$ cat src/rtl/i2c_reg_sequencer.sv
// i2c_reg_sequencer
//   Turns a single register-access request into the byte-level command
//   sequence for an I2C master (START / WR / RD / STOP), checks the slave
//   ACKs, and reports one completion pulse with an error code.
//
//   Optional feature macro: I2C_SEQ_REG16_EN
//     defined   -> two register-address bytes (reg_addr[15:8], then [7:0])
//     undefined -> one register-address byte  (reg_addr[7:0] only)
//
// Ports
//   clk, reset        system clock (rising edge), async active-low reset
//   req_*             request handshake and latched request fields
//   rsp_valid/rsp_err one-cycle completion pulse, 00 ok / 01 addr NACK / 10 reg-data NACK
//   rd_data           last byte read, held between requests
//   busy              high from acceptance through the rsp_valid cycle
//   m_*               byte-level I2C master command/status interface
module i2c_reg_sequencer #(
  parameter logic [15:0] I2C_DVSR = 16'd250
) (
  input  logic        clk,
  input  logic        reset,
  input  logic        req_valid,
  output logic        req_ready,
  input  logic        req_rw,
  input  logic [6:0]  slv_addr,
  input  logic [15:0] reg_addr,
  input  logic [7:0]  wr_data,
  output logic        rsp_valid,
  output logic [1:0]  rsp_err,
  output logic [7:0]  rd_data,
  output logic        busy,
  output logic [2:0]  m_cmd,
  output logic [7:0]  m_din,
  output logic        m_wr,
  output logic [15:0] m_dvsr,
  input  logic        m_ready,
  input  logic        m_done_tick,
  input  logic        m_ack,
  input  logic [7:0]  m_dout
);

  localparam logic [2:0] CMD_START = 3'b000;
  localparam logic [2:0] CMD_WR    = 3'b001;
  localparam logic [2:0] CMD_RD    = 3'b010;
  localparam logic [2:0] CMD_STOP  = 3'b011;

  typedef enum logic [2:0] {
    ST_IDLE, ST_ISSUE, ST_WAIT_BUSY, ST_WAIT_RDY, ST_DONE
  } state_t;

  typedef enum logic [3:0] {
    SP_START, SP_ADDR_W, SP_REG_HI, SP_REG_LO, SP_DATA,
    SP_RSTART, SP_ADDR_R, SP_RD, SP_STOP
  } step_t;

  state_t      state_r, state_nxt;
  step_t       step_r, step_nxt, tgt_s;
  logic        load_s;
  logic        rw_r, rw_nxt;
  logic [6:0]  slv_r, slv_nxt;
  logic [7:0]  reg_lo_r, reg_lo_nxt;
  logic [7:0]  wdata_r, wdata_nxt;
  logic [1:0]  err_r, err_nxt;
  logic [7:0]  rd_data_r, rd_data_nxt;
  logic [2:0]  cmd_r, cmd_nxt;
  logic [7:0]  din_r, din_nxt;
`ifdef I2C_SEQ_REG16_EN
  logic [7:0]  reg_hi_r, reg_hi_nxt;
  logic        unused_inputs_s;
  // m_done_tick is only a progress hint; sequencing follows m_ready
  assign unused_inputs_s = m_done_tick;
`else
  logic        unused_inputs_s;
  // upper register byte and m_done_tick carry no function in this build
  assign unused_inputs_s = ^{reg_addr[15:8], m_done_tick};
`endif

  // Master command code for each sequence step
  function automatic logic [2:0] step_cmd(input step_t s);
    case (s)
      SP_START, SP_RSTART: step_cmd = CMD_START;
      SP_RD:               step_cmd = CMD_RD;
      SP_STOP:             step_cmd = CMD_STOP;
      default:             step_cmd = CMD_WR;
    endcase
  endfunction

  // Steps whose slave ACK must be checked
  function automatic logic step_is_wr(input step_t s);
    case (s)
      SP_ADDR_W, SP_REG_HI, SP_REG_LO, SP_DATA, SP_ADDR_R: step_is_wr = 1'b1;
      default:                                             step_is_wr = 1'b0;
    endcase
  endfunction

  // Successor step on the normal (all-ACK) path
  function automatic step_t follow_step(input step_t s, input logic rw);
    case (s)
      SP_START:  follow_step = SP_ADDR_W;
`ifdef I2C_SEQ_REG16_EN
      SP_ADDR_W: follow_step = SP_REG_HI;
`else
      SP_ADDR_W: follow_step = SP_REG_LO;
`endif
      SP_REG_HI: follow_step = SP_REG_LO;
      SP_REG_LO: follow_step = rw ? SP_RSTART : SP_DATA;
      SP_DATA:   follow_step = SP_STOP;
      SP_RSTART: follow_step = SP_ADDR_R;
      SP_ADDR_R: follow_step = SP_RD;
      default:   follow_step = SP_STOP;
    endcase
  endfunction

  // FSM state and sequencing registers
  always_ff @(posedge clk or negedge reset) begin
    if (!reset) begin
      state_r   <= ST_IDLE;
      step_r    <= SP_START;
      rw_r      <= 1'b0;
      slv_r     <= 7'h00;
      reg_lo_r  <= 8'h00;
`ifdef I2C_SEQ_REG16_EN
      reg_hi_r  <= 8'h00;
`endif
      wdata_r   <= 8'h00;
      err_r     <= 2'b00;
      rd_data_r <= 8'h00;
      cmd_r     <= 3'b000;
      din_r     <= 8'h00;
    end else begin
      state_r   <= state_nxt;
      step_r    <= step_nxt;
      rw_r      <= rw_nxt;
      slv_r     <= slv_nxt;
      reg_lo_r  <= reg_lo_nxt;
`ifdef I2C_SEQ_REG16_EN
      reg_hi_r  <= reg_hi_nxt;
`endif
      wdata_r   <= wdata_nxt;
      err_r     <= err_nxt;
      rd_data_r <= rd_data_nxt;
      cmd_r     <= cmd_nxt;
      din_r     <= din_nxt;
    end
  end

  // Next-state, request latching, ACK checking and step selection
  always_comb begin
    state_nxt   = state_r;
    rw_nxt      = rw_r;
    slv_nxt     = slv_r;
    reg_lo_nxt  = reg_lo_r;
`ifdef I2C_SEQ_REG16_EN
    reg_hi_nxt  = reg_hi_r;
`endif
    wdata_nxt   = wdata_r;
    err_nxt     = err_r;
    rd_data_nxt = rd_data_r;
    load_s      = 1'b0;
    tgt_s       = step_r;
    case (state_r)
      ST_IDLE: begin
        if (req_valid) begin
          rw_nxt     = req_rw;
          slv_nxt    = slv_addr;
          reg_lo_nxt = reg_addr[7:0];
`ifdef I2C_SEQ_REG16_EN
          reg_hi_nxt = reg_addr[15:8];
`endif
          wdata_nxt  = wr_data;
          err_nxt    = 2'b00;
          tgt_s      = SP_START;
          load_s     = 1'b1;
          state_nxt  = ST_ISSUE;
        end else begin
          state_nxt  = ST_IDLE;
        end
      end
      ST_ISSUE: begin
        if (m_ready) state_nxt = ST_WAIT_BUSY;
        else         state_nxt = ST_ISSUE;
      end
      ST_WAIT_BUSY: begin
        if (!m_ready) state_nxt = ST_WAIT_RDY;
        else          state_nxt = ST_WAIT_BUSY;
      end
      ST_WAIT_RDY: begin
        if (!m_ready) begin
          state_nxt = ST_WAIT_RDY;
        end else if (step_r == SP_STOP) begin
          state_nxt = ST_DONE;
        end else if (step_is_wr(step_r) && m_ack) begin
          // NACK: abandon the remaining bytes but still release the bus
          err_nxt   = ((step_r == SP_ADDR_W) || (step_r == SP_ADDR_R)) ? 2'b01 : 2'b10;
          tgt_s     = SP_STOP;
          load_s    = 1'b1;
          state_nxt = ST_ISSUE;
        end else begin
          if (step_r == SP_RD) rd_data_nxt = m_dout;
          else                 rd_data_nxt = rd_data_r;
          tgt_s     = follow_step(step_r, rw_r);
          load_s    = 1'b1;
          state_nxt = ST_ISSUE;
        end
      end
      ST_DONE: state_nxt = ST_IDLE;
      default: state_nxt = ST_IDLE;
    endcase
  end

  // Command/data byte for the step being loaded
  always_comb begin
    step_nxt = step_r;
    cmd_nxt  = cmd_r;
    din_nxt  = din_r;
    if (load_s) begin
      step_nxt = tgt_s;
      cmd_nxt  = step_cmd(tgt_s);
      case (tgt_s)
        SP_ADDR_W: din_nxt = {slv_r, 1'b0};
`ifdef I2C_SEQ_REG16_EN
        SP_REG_HI: din_nxt = reg_hi_r;
`endif
        SP_REG_LO: din_nxt = reg_lo_r;
        SP_DATA:   din_nxt = wdata_r;
        SP_ADDR_R: din_nxt = {slv_r, 1'b1};
        SP_RD:     din_nxt = 8'h01;  // master NACKs the single read byte
        default:   din_nxt = 8'h00;
      endcase
    end else begin
      step_nxt = step_r;
      cmd_nxt  = cmd_r;
      din_nxt  = din_r;
    end
  end

  // m_wr fires in the ISSUE cycle the master is ready, so it is gated by m_ready
  assign m_wr      = (state_r == ST_ISSUE) && m_ready;
  assign m_cmd     = cmd_r;
  assign m_din     = din_r;
  assign m_dvsr    = I2C_DVSR;
  assign req_ready = (state_r == ST_IDLE);
  assign busy      = (state_r != ST_IDLE);
  assign rsp_valid = (state_r == ST_DONE);
  assign rsp_err   = err_r;
  assign rd_data   = rd_data_r;

endmodule

$ cat config.mk
export PLATFORM = sky130hd
export DESIGN_NAME = i2c_reg_sequencer
export DESIGN_NICKNAME = d
export VERILOG_FILES = /design/src/rtl/i2c_reg_sequencer.sv
export SDC_FILE = /design/constraint.sdc
export NUM_CORES = 1
export LEC_CHECK = 0
export ABC_CLOCK_PERIOD_IN_PS = 2900
export CAP_MARGIN = 40
export CORE_MARGIN = 1
export CORE_UTILIZATION = 38
export DETAILED_ROUTE_END_ITERATION = 10
export HOLD_SLACK_MARGIN = 0.05
export PLACE_DENSITY = 0.71
export SYNTH_ARGS = -nofsm -noshare
export SYNTH_HDL_FRONTEND = slang
export SYNTH_SLANG_ARGS = --single-unit
$ cat constraint.sdc
create_clock -name clk -period 2.9 [get_ports clk]
set_clock_uncertainty 0.05 [all_clocks]
set_input_delay 0.58 -clock clk [delete_from_list [all_inputs] [get_ports clk]]
set_output_delay 0.58 -clock clk [all_outputs]
set_load 0.01 [all_outputs]
==> key figures, run 1 <==
Yosys
  – Synth warn: 0
  – Synth Area in Adders: 0
  – Post-synthesis mux area share: 0.151
  – Async set or reset register ratio after synthesis: 1.00
  – Synth Area in Compound Gates: 0.133
  – Number of cells produced by synthesis: 215
  – Post-synth EDFFs: 0
  – Ranking of synthesized cells by area: dfrtp_1 (50%), mux2_2 (14%), buf_4 (5.9%)
  – Sequential area share after synthesis: 0.501
  – Syn_area_per_cell: 11.8 um2
  – XOR/XNOR Fraction of Synth Area: 0.00344
  – Top FF cell, synth: dfrtp_1
  – Post-synthesis sequential element count: 51
  – Count leader, synth: dfrtp_1
  – Post-synthesis simple-gate area fraction: 0.122
  – Share of the synthesized area in the top cell type: 0.501
  – Synth cell types: 52
  – Synthesized area: 2540 um2
  – Largest family of logic cells by synthesized area: multiplexers
  – Area leader, netlist: dfrtp_1
  – Most frequent cells after synthesis: dfrtp_1 (51), mux2_2 (32), buf_4 (20), nand2_1 (17), nor2_1 (11)

Route
  – Routed WL: 4.96 mm
  – Avg WL per Cell: 13.6 um
  – Router iterations before antenna repair: 8
  – DR iter-0 viols: 130
  – ANT nets after route: 0
  – DRC viols: 12
  – Via-to-Cell Ratio: 4.98
  – Via count: 1812

Floorplanning
  – Core Area: 6420 um2
  – Num rows: 29
  – DIE WIDTH: 83.8 um
  – Die area: 7030 um2
  – Starting Density: 0.396
  – Total I/O pin count: 87
  – Die Height: 83.8 um

Setup path
  – Worst R2R Start: state_r[1]
  – Worst R2R Path Depth: 8
  – Crit-path cells: clkdlybuf4s50_1, buf_4, nand2_1, nor3_1, clkdlybuf4s50_1
  – Most common cell on crit path: clkdlybuf4s50_1
  – CP max FO: 5
  – CP required: 2.27 ns
  – Startpoint types: input pin
  – Delay of the slowest cell on the worst path: 0.61 ns
  – Crit-path slowest cell: clkdlybuf4s50_1
  – Endpoint class of the critical path: output pin
  – Crit path arrival time: 2.16 ns
  – R2r setup slk: 0.32 ns
  – Reg2reg end: m_din[4]
  – Cell family with most CP delay: buffers and inverters
  – Setup CP Type: in2out
  – Buf+Inv Stages, Crit Path: 3
  – WP depth: 5

Pwr
  – P_leak: 1.42 nW
  – P per Cell Area: 881 nW/um2
  – Maximum vdd drop: 433 uV

Cells and area
  – Layout cells sized above 1: 0.258
  – N_diodes: 0
  – Cell Count, Final, Fillers Out: 364
  – Fill count: 603
  – Final instance area: 3320 um2
  – Nets@finish: 332
  – Area Overhead vs Synth: 30.3%

Run status
  – Violated checks: design-rule violations
  – Status: complete, but fails checks

Hold path
  – WHS Path Cells: 1
  – Worst hold path class: reg2reg
  – Worst Hold Endpoint: m_cmd[0]
  – Hold path startpoint: m_cmd[0]

STA
  – Setup WS post-layout: 0.106 ns
  – Crit share post-route: 0.963
  – Worst relative slew slack: 0.582
  – Tmin final: 2.79 ns
  – Final count of hold timing violations: 0
  – Final setup vio count: 0
  – Final slew viol count: 0
  – Fmax: 358 MHz
  – RSZ-0062 raised after global routing: false
  – Worst-Margin Slew: 0.624 ns

Clock tree
  – Post-CTS sizing: 0
  – Worst-Skew Late Latency: 0.30 ns
  – # H-tree levels: 2
  – Clock Path Buffers: 2
  – Clock sink total: 51
  – Cts bufs inserted: 5
  – CTS tree: yes
  – Root Driver: clkbuf_8
  – Worst-path clk slew: 0.09 ns

Placed design
  – HPWL Detailed: 3.61 mm
  – Dpl cells: 355
  – Place WS: -0.111 ns
  – GPL Wtd Cong: 0.818
  – Post-place instance area: 3220 um2
  – Number of I/O port buffers: 60

Global route
  – Initial antenna violation count: 0
  – First-pass GRT wire length: 8.60 mm
  – GRT Resource Usage Total: 0.151
  – Pin count of the biggest net entering global routing: 29
  – Grt total ovfl: 0
  – Vias in the first global route: 1839

Run
  – Maximum Capacitance Violations: 0
## power by group
part | internal (mW) | switching (mW) | total (mW)
combinational | 0.691 | 0.580 | 1.27
clock | 0.175 | 0.254 | 0.429
sequential | 0.989 | 0.234 | 1.22
## worst reg2reg max path, stage by stage (launching register included)
cell and delay, ns:
dfrtp_1 0.58, nand3b_1 0.19, or3_1 0.40, o2bb2ai_2 0.17, a31oi_4 0.08, buf_4 0.19
nor2_1 0.49, a222oi_1 0.20, o21ai_1 0.16
## what timing repair did
| action | CTS | global route |
|---|---|---|
| setup buffers | 0 | 0 |
| endpoints found under the hold margin | 5 | 0 |
| hold buffers | 1 | 0 |
| endpoints found under the setup margin | 0 | 0 |
## layout by cell type (no fill, tap or decap), types with 5 or more instances in the layout
master | Yosys | final
o21ai_1 | 7 | 7
buf_4 | 20 | 14
nor2_1 | 11 | 11
clkbuf_8 | 0 | 5
inv_1 | 6 | 6
a21oi_1 | 5 | 5
conb_1 | 2 | 17
dfrtp_1 | 51 | 51
a222oi_1 | 7 | 7
mux2_2 | 32 | 32
nand2_1 | 17 | 17
clkdlybuf4s50_1 | 0 | 59
## cell type report
| cell class | instances | area [um2] | share of cell area |
|---|---|---|---|
| Clock buffer | 5 | 68.8 | 0.0207 |
| Sequential cell | 51 | 1280 | 0.385 |
| Clock inverter | 3 | 22.5 | 0.00679 |
| Inverter | 9 | 36.3 | 0.0109 |
| Timing Repair Buffer | 75 | 711 | 0.214 |
| Tap cell | 77 | 96.3 | 0.0290 |
| Multi-Input combinational cell | 144 | 1110 | 0.333 |
## cells by family after synthesis
logic type / after synthesis
flip-flops: 51
buffers and inverters: 35
multiplexers: 34
AND/OR/NAND/NOR: 52
other: 2
AO/OA/AOI/OAI: 40
XOR/XNOR: 1
## through the flow
stage | TNS, ns | hold WS [ns] | total power, mW | util
6_report | 0 | 0.433 | 2.92 | 0.516
3_5_place_dp | -0.576 | 0.365 | 2.51 | 0.501
3_3_place_gp | -0.451 | 0.364 | 2.48 | 0.501
4_1_cts | 0 | 0.437 | 2.95 | 0.516
5_1_grt | 0 | 0.467 | 3.14 | 0.516
2_1_floorplan | 0 | 0.234 | 2.07 | -
## state kept, by name, indices dropped and copies added (netlist names)
signal	cells
m_cmd	2
m_din	8
rd_data	8
reg_lo_r	8
rsp_err	2
rw_r	1
slv_r	7
state_r	3
step_r	4
wdata_r	8
## how the worst max path moves through the flow
stage               endpoint    start  slack (ns)
global placement    m_din[3]  m_ready       -0.07
finish                  m_wr  m_ready        0.11
global route            m_wr  m_ready        0.01
detailed placement  m_din[4]  m_ready       -0.11
floorplan           m_din[0]    m_ack        0.67
CTS                     m_wr  m_ready        0.12
## routing by layer
metal	global-route usage	up-vias	routed length (um)
met1	0.200	861	2240
li1	-	873	-
met4	0.0282	0	32
met5	0	-	0
met2	0.254	73	2350
met3	0.0386	5	339
(Power assumes the default switching activity.)
==> run 2: changes to the inputs <==
Settings changed: CELL_PAD_IN_SITES_DETAIL_PLACEMENT set to 1, CELL_PAD_IN_SITES_GLOBAL_PLACEMENT set to 2, CORE_UTILIZATION 38 to 28, PLACE_DENSITY 0.71 to 0.83, SLEW_MARGIN set to 40.
==> run 2 against run 1 <==
The flow now finishes without violations. Cell count rose by 9.3%. Critical path depth did not move. Via count rose by 2.2%. Fmax up 2.4%. Combinational power increased by 6%. Die area increased by 35%. Register-to-register slack better by 0.04 ns. Largest power group unchanged.
==> key figures, run 2 (synthesis gave the netlist of run 1 again) <==
Clock tree
  – Worst-path clk slew: 0.10 ns (was 0.09 ns)
  – Cts bufs inserted: 5 (unchanged)
  – CTS tree: yes (unchanged)
  – Count of hold buffers inserted by post-cts repair: 0 (was 1)
  – Clock Path Buffers: 2 (unchanged)
  – Postcts setup bufs: 0 (unchanged)
  – Root Driver: clkbuf_8 (unchanged)
  – Clock sink total: 51 (unchanged)
  – # H-tree levels: 2 (unchanged)
  – Post-CTS sizing: 0 (unchanged)
  – Worst-Skew Late Latency: 0.31 ns (was 0.30 ns)

Setup path
  – Crit path arrival time: 2.10 ns (was 2.16 ns)
  – Endpoint class of the critical path: output pin (unchanged)
  – Worst R2R Path Depth: 8 (unchanged)
  – Startpoint types: input pin (unchanged)
  – Setup CP Type: in2out (unchanged)
  – Worst R2R Start: state_r[1] (unchanged)
  – CP required: 2.27 ns (about the same)
  – R2r setup slk: 0.36 ns (was 0.32 ns)
  – CP max FO: 5 (unchanged)
  – Reg2reg end: m_din[1] (was m_din[4])

Route
  – Via count: 1851 (was 1812)
  – Routed WL: 5.78 mm (was 4.96 mm)
  – DR iter-0 viols: 96 (was 130)
  – ANT nets after route: 0 (unchanged)
  – Via-to-Cell Ratio: 4.65 (was 4.98)
  – Router iterations before antenna repair: 4 (was 8)
  – DRC viols: 0 (was 12)
  – Avg WL per Cell: 14.5 um (was 13.6 um)

Placed design
  – Number of I/O port buffers: 60 (unchanged)
  – Post-place instance area: 3280 um2 (was 3220 um2)
  – Place WS: -0.142 ns (was -0.111 ns)
  – Dpl cells: 390 (was 355)
  – GPL Wtd Cong: 0.707 (was 0.818)
  – HPWL Detailed: 4.25 mm (was 3.61 mm)

Pwr
  – P_leak: 1.44 nW (was 1.42 nW)
  – Maximum vdd drop: 338 uV (was 433 uV)
  – P per Cell Area: 887 nW/um2 (was 881 nW/um2)

Cells and area
  – Most frequent cells in the layout: clkdlybuf4s50_1 (59), dfrtp_1 (51), mux2_2 (32), buf_4 (18) (was clkdlybuf4s50_1 (59), dfrtp_1 (51), mux2_2 (32), nand2_1 (17), conb_1 (17))
  – Final cell utilization of the core: 0.386 (was 0.516)
  – N_diodes: 0 (unchanged)
  – Final instance area: 3380 um2 (was 3320 um2)
  – Commonest non-fill, non-tap cell in the layout: clkdlybuf4s50_1 (unchanged)
  – Cell Count, Final, Fillers Out: 398 (was 364)
  – Area Overhead vs Synth: 32.8% (was 30.3%)
  – Layout cells sized above 1: 0.269 (was 0.258)
  – Nets@finish: 335 (was 332)

Floorplanning
  – Starting Density: 0.290 (was 0.396)
  – DIE WIDTH: 97.3 um (was 83.8 um)
  – Die area: 9470 um2 (was 7030 um2)
  – Core Area: 8760 um2 (was 6420 um2)
  – Total I/O pin count: 87 (unchanged)
  – Num rows: 34 (was 29)
  – Die Height: 97.3 um (was 83.8 um)

STA
  – Tmin final: 2.73 ns (was 2.79 ns)
  – Final setup vio count: 0 (unchanged)
  – Final slew viol count: 0 (unchanged)
  – RSZ-0062 raised after global routing: false (unchanged)
  – Setup WS post-layout: 0.172 ns (was 0.106 ns)
  – Fmax: 367 MHz (was 358 MHz)
  – Crit share post-route: 0.941 (was 0.963)
  – Final count of hold timing violations: 0 (unchanged)
  – Worst-Margin Slew: 0.685 ns (was 0.624 ns)
  – Worst relative slew slack: 0.543 (was 0.582)
  – Setup tns final: 0 ns (unchanged)

Global route
  – Pin count of the biggest net entering global routing: 52 (was 29)
  – Vias in the first global route: 1965 (was 1839)
  – Initial antenna violation count: 0 (unchanged)
  – First-pass GRT wire length: 10.1 mm (was 8.60 mm)
  – GRT Resource Usage Total: 0.131 (was 0.151)
  – Grt total ovfl: 0 (unchanged)

Run status
  – Status: complete, no violations (was complete, but fails checks)

Run
  – Maximum Capacitance Violations: 0 (unchanged)

Hold path
  – Worst hold path class: in2async (was reg2reg)
run 2: cell count changes in the layout (fill, tap and decap cells not counted), sizes merged:
cell / change
clkinv: -1
buf: +4
inv: +1
dlygate4sd3: -1
run 2: power by group:
| part | total [mW] | leakage, nW | internal (mW) | switching [mW] |
|---|---|---|---|---|
| registers | 1.22 | 0.647 | 0.988 | 0.232 |
| clock network | 0.443 | 0.0495 | 0.180 | 0.263 |
| logic | 1.34 | 0.746 | 0.724 | 0.611 |
| total | 3.00 | 1.44 | 1.89 | 1.11 |
run 2: how the worst max path moves through the flow:
stage | from | to | slack [ns] | depth (start not counted)
global route | m_ready | m_din[7] | 0.0006 | 10
floorplan | m_ack | m_din[0] | 0.67 | 7
CTS | m_ready | m_wr | 0.16 | 5
finish | m_ready | m_wr | 0.17 | 5
global placement | m_ready | m_din[5] | -0.11 | 10
detailed placement | m_ready | m_din[1] | -0.14 | 10
run 2: area by class of cell:
class / count / area (um2)
timing repair buffer: 78 / 731
fill: 977 / 5380
clock inverter: 3 / 26.3
sequential: 51 / 1280
clock buffer: 5 / 68.8
tap: 108 / 135
inverter: 9 / 36.3
multi-input combinational: 144 / 1110
run 2: routing by layer:
metal,share of wire,vias up,GRT usage
met5,0,-,0
met4,0.0050,0,0.0271
met3,0.032,4,0.0216
met2,0.52,38,0.229
met1,0.44,928,0.172
li1,-,881,-
run 2: worst max-delay path, cell delays in order:
cell and delay (ns):
clkdlybuf4s50_1 0.54, buf_4 0.18, nand2_1 0.08, nor3_1 0.15
clkdlybuf4s50_1 0.57
run 2: stage by stage:
step / hold slack (ns) / total power, mW
after floorplan: 0.234 / 2.07
after global placement: 0.413 / 2.55
after detailed placement: 0.419 / 2.59
after CTS: 0.357 / 3.05
after global routing: 0.375 / 3.24
final: 0.329 / 3.00
==> run 3: changes to the inputs <==
Settings changed: REMOVE_ABC_BUFFERS set to 1.
==> run 3 against run 2 <==
Sequential power about the same. Clock-buffer cell count rose by 1. Non-clock buffer count shrank 1. Global-route usage shrank 0.17 points. Via count increased by 0.27%. Register-to-register slack is essentially flat. Power rose by 3.1%. Cell count down 0.25%. Core utilization is 0.24 points higher.
==> key figures, run 3 (synthesis gave the netlist of run 1 again) <==
Clock tree
  – Worst-Skew Late Latency: 0.31 ns (about the same)
  – CTS tree: yes (unchanged)
  – Worst-path clk slew: 0.09 ns (was 0.10 ns)
  – Cts bufs inserted: 5 (unchanged)
  – Root Driver: clkbuf_8 (unchanged)
  – Post-CTS sizing: 0 (unchanged)
  – Postcts setup bufs: 0 (unchanged)
  – Clock sink total: 51 (unchanged)
  – Count of hold buffers inserted by post-cts repair: 1 (was 0)
  – Clock Path Buffers: 2 (unchanged)
  – # H-tree levels: 2 (unchanged)

Cells and area
  – Most frequent cells in the layout: clkdlybuf4s50_1 (59), dfrtp_1 (51), mux2_2 (32), nand2_1 (17), conb_1 (17) (was clkdlybuf4s50_1 (59), dfrtp_1 (51), mux2_2 (32), buf_4 (18))
  – Nets@finish: 334 (was 335)
  – N_diodes: 0 (unchanged)
  – Commonest non-fill, non-tap cell in the layout: clkdlybuf4s50_1 (unchanged)
  – Layout cells sized above 1: 0.263 (was 0.269)
  – Area Overhead vs Synth: 33.6% (was 32.8%)
  – Fill count: 976 (was 977)

Pwr
  – Clock network power share: 0.173 (was 0.148)
  – Power share of the sequential group: 0.397 (was 0.407)
  – Psw: 1.10 mW (was 1.11 mW)
  – P per Cell Area: 909 nW/um2 (was 887 nW/um2)
  – Combinational Power Share: 0.430 (was 0.445)
  – Switch share: 0.354 (was 0.369)
  – Pint: 2.00 mW (was 1.89 mW)
  – Maximum vdd drop: 350 uV (was 338 uV)
  – P_leak: 1.45 nW (was 1.44 nW)

Global route
  – First-pass GRT wire length: 9.85 mm (was 10.1 mm)
  – Pin count of the biggest net entering global routing: 50 (was 52)
  – Grt total ovfl: 0 (unchanged)
  – Vias in the first global route: 1977 (was 1965)
  – GRT Resource Usage Total: 0.130 (was 0.131)
  – Initial antenna violation count: 0 (unchanged)

STA
  – Fmax: 361 MHz (was 367 MHz)
  – Final count of hold timing violations: 0 (unchanged)
  – Worst relative slew slack: 0.578 (was 0.543)
  – Final setup vio count: 0 (unchanged)
  – Crit share post-route: 0.955 (was 0.941)
  – Setup WS post-layout: 0.131 ns (was 0.172 ns)
  – RSZ-0062 raised after global routing: false (unchanged)
  – Final slew viol count: 0 (unchanged)
  – Worst-Margin Slew: 0.633 ns (was 0.685 ns)
  – Fin Hold WS: 0.451 ns (was 0.329 ns)
  – Tmin final: 2.77 ns (was 2.73 ns)

Route
  – Router iterations before antenna repair: 4 (unchanged)
  – Avg WL per Cell: 14.6 um (was 14.5 um)
  – Via-to-Cell Ratio: 4.68 (was 4.65)
  – ANT nets after route: 0 (unchanged)
  – DR iter-0 viols: 39 (was 96)
  – Routed WL: 5.78 mm (about the same)
  – DRC viols: 0 (unchanged)
  – Via count: 1856 (was 1851)

Setup path
  – Crit-path cells: clkdlybuf4s50_1, buf_4, nand2_1, nor3_1, clkdlybuf4s50_1 (unchanged)
  – CP required: 2.27 ns (about the same)
  – Delay of the slowest cell on the worst path: 0.57 ns (about the same)
  – Most common cell on crit path: clkdlybuf4s50_1 (unchanged)
  – Reg2reg end: m_din[4] (was m_din[1])
  – Endpoint class of the critical path: output pin (unchanged)
  – Setup CP Type: in2out (unchanged)
  – Startpoint types: input pin (unchanged)
  – CP max FO: 5 (unchanged)
  – Worst R2R Path Depth: 8 (unchanged)
  – Worst R2R Start: state_r[1] (unchanged)
  – Crit-path slowest cell: clkdlybuf4s50_1 (unchanged)
  – Crit path arrival time: 2.14 ns (was 2.10 ns)
  – R2r setup slk: 0.35 ns (was 0.36 ns)

Hold path
  – Worst hold path class: reg2reg (was in2async)
  – WHS Path Cells: 2
  – Hold path startpoint: rsp_err[1]
  – Worst Hold Endpoint: rsp_err[1]

Run
  – Maximum Capacitance Violations: 0 (unchanged)

Floorplanning
  – Starting Density: 0.290 (unchanged)
  – DIE WIDTH: 97.3 um (unchanged)
  – Core Area: 8760 um2 (unchanged)
  – Num rows: 34 (unchanged)
  – Die area: 9470 um2 (unchanged)
  – Total I/O pin count: 87 (unchanged)
  – Die Height: 97.3 um (unchanged)

Placed design
  – GPL Wtd Cong: 0.776 (was 0.707)
  – Number of I/O port buffers: 60 (unchanged)
  – HPWL Detailed: 4.27 mm (was 4.25 mm)
  – Place WS: -0.0886 ns (was -0.142 ns)

Run status
  – Status: complete, no violations (unchanged)
## run 3: changes by cell type in the layout (fill, tap and decap cells not counted), sizes merged
cell	change
buf	-2
bufinv	+1
clkbuf	+1
dlygate4sd3	+1
inv	-2
## run 3: critical path: cells and delay by family
family,cells,cell delay [ns]
buf+inv,3,1.30
simple gates,2,0.26
## run 3: layout make-up
cell class | instances | area [um2] | share of cell area
clock buffers | 6 | 82.6 | 0.0243
clock inverters | 2 | 38.8 | 0.0114
flip-flops and latches | 51 | 1280 | 0.375
multi-input cells | 144 | 1110 | 0.325
inverters | 9 | 36.3 | 0.0107
well taps | 108 | 135 | 0.0397
repair buffers | 77 | 726 | 0.213
## run 3: how the worst max path moves through the flow
stage | start | endpoint
detailed placement | m_ack | m_din[5]
finish | m_ready | m_wr
CTS | m_ready | m_wr
global route | m_ready | m_wr
floorplan | req_valid | m_din[0]
global placement | m_ack | m_din[6]
## run 3: per-layer routing
layer,up-vias,part of all wire,global-route usage
met4,0,0.015,0.0305
met2,54,0.50,0.219
met5,-,0,0
met3,8,0.050,0.0338
li1,875,-,-
met1,919,0.44,0.166
## run 3: power by group through the flow
stage                     logic [mW]  clock network [mW]  registers [mW]
after floorplan                0.796                   0            1.21
after global placement          1.31                   0            1.23
after detailed placement        1.35                   0            1.24
after CTS                       1.36               0.550            1.23
after global routing            1.46               0.587            1.27
final                           1.33               0.536            1.23
## run 3: through the flow
step                area (um2)  utilization  power, mW  instances  setup TNS, ns
floorplan                 2420            -       2.00        204        -0.0455
finish                    3400        0.388       3.09        397              0
global placement          3270        0.373       2.54        388         -0.457
detailed placement        3270        0.373       2.59        388         -0.545
global route              3400        0.388       3.32        397              0
CTS                       3400        0.388       3.14        397              0
